**config.mk**
```make
export PLATFORM = sky130hd
export DESIGN_NAME = mc_controller
export DESIGN_NICKNAME = d
export VERILOG_FILES = /design/src/rtl/riscv_pkg.sv /design/src/rtl/mc_controller_aludec.sv /design/src/rtl/mc_controller.sv
export SDC_FILE = /design/constraint.sdc
export NUM_CORES = 1
export LEC_CHECK = 0
export ABC_AREA = 1
export BUFFER_PORTS_ARGS = -buffer_cell sky130_fd_sc_hd__buf_2
export CAP_MARGIN = 10
export CORE_MARGIN = 10
export CORE_UTILIZATION = 35
export DETAILED_ROUTE_END_ITERATION = 10
export PLACE_DENSITY = 0.71
export SYNTH_ARGS = -nofsm -noshare
export SYNTH_HDL_FRONTEND = slang
export SYNTH_SLANG_ARGS = --single-unit
```
**constraint.sdc**
```tcl
create_clock -name clk -period 1.48 [get_ports clk]
set_input_delay 0.074 -clock clk [delete_from_list [all_inputs] [get_ports clk]]
set_output_delay 0.074 -clock clk [all_outputs]
set_load 0.05 [all_outputs]
```
**src/rtl/riscv_pkg.sv**
```systemverilog
// Shared encodings for the multicycle RISC-V control unit: FSM states,
// opcodes, ALU operation codes and datapath select encodings.
package riscv_pkg;

  typedef enum logic [3:0] {
    S_FETCH    = 4'd0,
    S_DECODE   = 4'd1,
    S_MEMADR   = 4'd2,
    S_MEMREAD  = 4'd3,
    S_MEMWB    = 4'd4,
    S_MEMWRITE = 4'd5,
    S_EXECUTER = 4'd6,
    S_EXECUTEI = 4'd7,
    S_ALUWB    = 4'd8,
    S_BEQ      = 4'd9,
    S_JAL      = 4'd10
  } statetype;

  localparam logic [6:0] OP_LW    = 7'b0000011;
  localparam logic [6:0] OP_SW    = 7'b0100011;
  localparam logic [6:0] OP_RTYPE = 7'b0110011;
  localparam logic [6:0] OP_IALU  = 7'b0010011;
  localparam logic [6:0] OP_BEQ   = 7'b1100011;
  localparam logic [6:0] OP_JAL   = 7'b1101111;

  localparam logic [2:0] ALU_ADD = 3'b000;
  localparam logic [2:0] ALU_SUB = 3'b001;
  localparam logic [2:0] ALU_AND = 3'b010;
  localparam logic [2:0] ALU_OR  = 3'b011;
  localparam logic [2:0] ALU_XOR = 3'b100;
  localparam logic [2:0] ALU_SLT = 3'b101;

  localparam logic [1:0] ALUOP_ADD   = 2'b00;
  localparam logic [1:0] ALUOP_SUB   = 2'b01;
  localparam logic [1:0] ALUOP_FUNCT = 2'b10;

  localparam logic [1:0] RES_ALUOUT    = 2'b00;
  localparam logic [1:0] RES_DATA      = 2'b01;
  localparam logic [1:0] RES_ALURESULT = 2'b10;

  localparam logic [1:0] SRCA_PC    = 2'b00;
  localparam logic [1:0] SRCA_OLDPC = 2'b01;
  localparam logic [1:0] SRCA_RS1   = 2'b10;

  localparam logic [1:0] SRCB_RS2  = 2'b00;
  localparam logic [1:0] SRCB_IMM  = 2'b01;
  localparam logic [1:0] SRCB_FOUR = 2'b10;

  localparam logic [1:0] IMM_I = 2'b00;
  localparam logic [1:0] IMM_S = 2'b01;
  localparam logic [1:0] IMM_B = 2'b10;
  localparam logic [1:0] IMM_J = 2'b11;

endpackage

```
**src/rtl/mc_controller_aludec.sv**
```systemverilog
// ALU operation decoder: maps the FSM's aluop plus instruction fields
// onto the 3-bit alucontrol code; always resolves to a defined value.
module aludec
  import riscv_pkg::*;
(
  input  logic       op5,
  input  logic [2:0] funct3,
  input  logic       funct7b5,
  input  logic [1:0] aluop,
  output logic [2:0] alucontrol
);

  // ALU operation select
  always_comb begin
    alucontrol = ALU_ADD;
    case (aluop)
      ALUOP_ADD: alucontrol = ALU_ADD;
      ALUOP_SUB: alucontrol = ALU_SUB;
      ALUOP_FUNCT: begin
        case (funct3)
          // op5 separates R-type from I-ALU, so addi never subtracts
          3'b000:  alucontrol = (funct7b5 & op5) ? ALU_SUB : ALU_ADD;
          3'b010:  alucontrol = ALU_SLT;
          3'b100:  alucontrol = ALU_XOR;
          3'b110:  alucontrol = ALU_OR;
          3'b111:  alucontrol = ALU_AND;
          default: alucontrol = ALU_ADD;
        endcase
      end
      default: alucontrol = ALU_ADD;
    endcase
  end

endmodule

```
**src/rtl/mc_controller.sv**
```systemverilog
// Multicycle RISC-V control unit: instruction-sequencing FSM, Moore output
// decode, immediate-format decode and the ALU operation decoder.
module mc_controller
  import riscv_pkg::*;
(
  input  logic       clk,
  input  logic       reset_n,
  input  logic [6:0] op,
  input  logic [2:0] funct3,
  input  logic       funct7b5,
  input  logic       zero,
  output logic       pcwrite,
  output logic       adrsrc,
  output logic       memwrite,
  output logic       irwrite,
  output logic       regwrite,
  output logic [1:0] resultsrc,
  output logic [1:0] alusrca,
  output logic [1:0] alusrcb,
  output logic [1:0] immsrc,
  output logic [2:0] alucontrol,
  output logic       illegal
);

  statetype   state_r, next_s;
  logic       pcupdate_s, branch_s, adrsrc_s, memwrite_s, irwrite_s;
  logic       regwrite_s, illegal_s;
  logic [1:0] resultsrc_s, alusrca_s, alusrcb_s, aluop_s;

  // State register
  always_ff @(posedge clk or negedge reset_n) begin
    if (!reset_n) begin
      state_r <= S_FETCH;
    end else begin
      state_r <= next_s;
    end
  end

  // Next-state logic
  always_comb begin
    next_s = S_FETCH;
    case (state_r)
      S_FETCH: next_s = S_DECODE;
      S_DECODE: begin
        case (op)
          OP_LW, OP_SW: next_s = S_MEMADR;
          OP_RTYPE:     next_s = S_EXECUTER;
          OP_IALU:      next_s = S_EXECUTEI;
          OP_JAL:       next_s = S_JAL;
          OP_BEQ:       next_s = S_BEQ;
          default:      next_s = S_FETCH;
        endcase
      end
      S_MEMADR: begin
        if (op == OP_LW) begin
          next_s = S_MEMREAD;
        end else begin
          next_s = S_MEMWRITE;
        end
      end
      S_MEMREAD:  next_s = S_MEMWB;
      S_MEMWB:    next_s = S_FETCH;
      S_MEMWRITE: next_s = S_FETCH;
      S_EXECUTER: next_s = S_ALUWB;
      S_EXECUTEI: next_s = S_ALUWB;
      S_ALUWB:    next_s = S_FETCH;
      S_BEQ:      next_s = S_FETCH;
      S_JAL:      next_s = S_ALUWB;
      default:    next_s = S_FETCH;
    endcase
  end

  // Moore output decode
  always_comb begin
    pcupdate_s  = 1'b0;
    branch_s    = 1'b0;
    adrsrc_s    = 1'b0;
    memwrite_s  = 1'b0;
    irwrite_s   = 1'b0;
    regwrite_s  = 1'b0;
    illegal_s   = 1'b0;
    resultsrc_s = RES_ALUOUT;
    alusrca_s   = SRCA_PC;
    alusrcb_s   = SRCB_RS2;
    aluop_s     = ALUOP_ADD;
    case (state_r)
      S_FETCH: begin
        irwrite_s   = 1'b1;
        pcupdate_s  = 1'b1;
        alusrcb_s   = SRCB_FOUR;
        resultsrc_s = RES_ALURESULT;
      end
      S_DECODE: begin
        alusrca_s = SRCA_OLDPC;
        alusrcb_s = SRCB_IMM;
        case (op)
          OP_LW, OP_SW, OP_RTYPE, OP_IALU, OP_JAL, OP_BEQ: illegal_s = 1'b0;
          default:                                         illegal_s = 1'b1;
        endcase
      end
      S_MEMADR: begin
        alusrca_s = SRCA_RS1;
        alusrcb_s = SRCB_IMM;
      end
      S_MEMREAD: adrsrc_s = 1'b1;
      S_MEMWB: begin
        resultsrc_s = RES_DATA;
        regwrite_s  = 1'b1;
      end
      S_MEMWRITE: begin
        adrsrc_s   = 1'b1;
        memwrite_s = 1'b1;
      end
      S_EXECUTER: begin
        alusrca_s = SRCA_RS1;
        aluop_s   = ALUOP_FUNCT;
      end
      S_EXECUTEI: begin
        alusrca_s = SRCA_RS1;
        alusrcb_s = SRCB_IMM;
        aluop_s   = ALUOP_FUNCT;
      end
      S_ALUWB: regwrite_s = 1'b1;
      S_BEQ: begin
        alusrca_s = SRCA_RS1;
        aluop_s   = ALUOP_SUB;
        branch_s  = 1'b1;
      end
      S_JAL: begin
        alusrca_s  = SRCA_OLDPC;
        alusrcb_s  = SRCB_FOUR;
        pcupdate_s = 1'b1;
      end
      default: irwrite_s = 1'b0;
    endcase
  end

  // Immediate format follows the opcode in every state
  always_comb begin
    immsrc = IMM_I;
    case (op)
      OP_LW, OP_IALU: immsrc = IMM_I;
      OP_SW:          immsrc = IMM_S;
      OP_BEQ:         immsrc = IMM_B;
      OP_JAL:         immsrc = IMM_J;
      default:        immsrc = IMM_I;
    endcase
  end

  aludec u_aludec (
    .op5        (op[5]),
    .funct3     (funct3),
    .funct7b5   (funct7b5),
    .aluop      (aluop_s),
    .alucontrol (alucontrol)
  );

  // State already sits in FETCH during reset; enables are held off until release
  assign pcwrite   = reset_n & (pcupdate_s | (branch_s & zero));
  assign irwrite   = reset_n & irwrite_s;
  assign regwrite  = reset_n & regwrite_s;
  assign memwrite  = reset_n & memwrite_s;
  assign illegal   = reset_n & illegal_s;
  assign adrsrc    = adrsrc_s;
  assign resultsrc = resultsrc_s;
  assign alusrca   = alusrca_s;
  assign alusrcb   = alusrcb_s;

endmodule

```
==> impl_metrics.ini <==
[timing]
finalMaxSlewViolations = 0
skew_ps = 0.678
finalWorstSetupSlack_ps = -332
worstMarginPinSlew_ps = 306
hold_slack_ps = 171
period_minus_slack_ps = 1810
final_hold_viol_count = 0
relSlewSlack_pct = 79.6
finalCritPeriodShare_pct = 122
finalSetupViolCount = 13
rsz0062_at_grt = true
maxClockFrequency_mhz = 552

[critical_path]
cp-end-kind = primary output
start_kind = flip-flop
path_max_fanout = 2
reg2reg_to = state_r[2]
worst_r2r_startpoint = state_r[2]
critPathKind = flip-flop to primary output
r2r_cells = 9
cp.arrival_ps = 1740
cp.required_ps = 1410
ff2ff_setup_slack_ps = 50

[final_layout]
diodes = 0
areaGrowthSynthToFinish_pct = 141
reg_top3 = state_r x4
final_cell_mix = nand2_1, buf_4, buf_2, buf_6, nor2_4
drive_gt1_share_pct = 70.1
nets = 175
largest_reg_flops = 4
instances_no_fill = 173
regMostFlops = state_r
layout_commonest_cell = nand2_1

[cts]
clock_latency_ps = 230
cts-root-buf = clkbuf_4
cts.path.max_buffers = 2
htreeDepth = 1
cts_tree = done
clkTransAtPathRegs_ps = 40
tritoncts.num_buffers = 3
cts.sinks = 4

[placed_design]
dpl.hpwl_um = 1550
port_buffers = 30
gp_congestion = 0.818
place_inst = 156

[grt]
grt_first_pass_wirelength_um = 3610
overflow = 0
grt_max_degree = 7
track_usage_pct = 12.8
grt_pass1_vias = 818
antenna_found_initial = 0

[outcome]
status = finished with violations
violations = negative setup slack

[worst_hold_path]
hold_path_startpoint = op[5]
hold_depth = 4
min_path_type = input pin to flip-flop
holdPathEnd = state_r[0]

[logic_synthesis]
synth-edff-count = 0
synth_top_flop_cell = dfrtp_1
yosysSeqAreaShare_pct = 18.6
ys_warn_count = 0
syn-instance-count = 97
async_reset_ff_share_pct = 100
netlist_area_um2 = 537
synth_nets = 113
synth.avg_cell_area_um2 = 5.53
yosysUniqueCellTypes = 16
yosys_register_bits = 4

[floorplanning]
initial_utilization_pct = 36.5
pin_count = 31
die_area_mm2 = 0.00350
core_area_mm2 = 0.00147
die_x_um = 59.2
fp-row-count = 14
die_h_um = 59.2

[route]
num_vias = 871
drc = 0
wl_um = 3000
dr.pass1.iters = 4
wl_per_cell_um = 17.3
detail-route-antenna-nets = 0
drt_iter0_drc = 38
routed_via_density = 5.03

[power_and_ir_drop]
p_per_area_mw_per_mm2 = 1300
leakagePower_nw = 0.698
peakVddDrop_uv = 900

[run]
maxCapViolations = 0
## logic make-up (layout without fill, tap and decap cells)
logic type	after synthesis	in the layout	share of synthesized area (%)
AND/OR/NAND/NOR	64	64	55.0
buffers and inverters	21	81	14.7
AO/OA/AOI/OAI	6	6	6.99
flip-flops	4	4	18.6
adder cells (fa/ha/maj)	2	2	4.66
## worst max-delay path, cell delays in order, from the launching register on
cell     delay [ps]
dfrtp_1         400
inv_2            70
nand2_2          70
inv_2            80
nand2_2          70
inv_2            80
ha_4            140
inv_4            40
nor2_4          100
o21ai_2          90
nor3b_4         180
buf_6           180
## synth_stat cells, types with 2 or more instances
cell type / count / area [µm²]
nand2_1: 27 / 101
nor2_2: 2 / 12.5
inv_2: 6 / 22.5
nand2_2: 5 / 31.3
nor2_4: 3 / 33.8
nor2_1: 17 / 63.8
inv_1: 15 / 56.3
ha_1: 2 / 25.0
o21ai_0: 2 / 10.0
a21oi_1: 2 / 10.0
nand3_1: 8 / 40.0
dfrtp_1: 4 / 100
## metrics by stage
step | util (%) | cell area (µm²) | power (mW) | worst slack, ps | TNS (ps)
after global placement | 57.2 | 842 | 0.922 | -138 | -154
after global routing | 87.8 | 1290 | 1.76 | -394 | -2570
final | 87.8 | 1290 | 1.68 | -332 | -1890
after CTS | 72.8 | 1070 | 1.34 | -250 | -1630
after floorplan | - | 574 | 0.709 | -229 | -390
after detailed placement | 57.2 | 842 | 0.941 | -203 | -283
## worst max-delay path by stage
stage / startpoint / end / slack (ps) / depth (start not counted)
4_1_cts: state_r[3] / alucontrol[2] / -250 / 11
3_5_place_dp: state_r[3] / alucontrol[2] / -200 / 11
3_3_place_gp: state_r[3] / alucontrol[2] / -140 / 11
2_1_floorplan: state_r[3] / alucontrol[2] / -230 / 10
5_1_grt: state_r[3] / alucontrol[2] / -390 / 11
6_report: state_r[3] / alucontrol[2] / -330 / 11
## timing repair
item	CTS	global route
endpoints found under the hold margin	4	0
hold buffers	1	0
resized for setup	44	45
setup buffers	8	8
pin swaps	10	16
endpoints found under the setup margin	12	18
## power by group
part           switching (mW)  total, mW  leakage [nW]  internal [mW]
combinational           0.808       1.40         0.632          0.595
sequential             0.0141      0.141        0.0521          0.127
clock                  0.0490      0.140        0.0138         0.0910
total                   0.871       1.68         0.698          0.813
## metal layers
layer  vias to the layer above  share of wire [%]  global-route usage [%]
li1                        414                  -                       -
met1                       399                 41                    12.8
met2                        52                 51                    23.6
met3                         6                5.5                    4.51
met4                         0                2.6                    4.59
met5                         -                  0                       0
## cell type report
class | instances | area, µm²
fillers | 68 | 180
flip-flops and latches | 4 | 101
clock buffers | 3 | 22.5
multi-input cells | 72 | 552
inverters | 21 | 92.6
well taps | 16 | 20.0
repair buffers | 57 | 503
No activity file was read; power rests on OpenSTA's default activity.
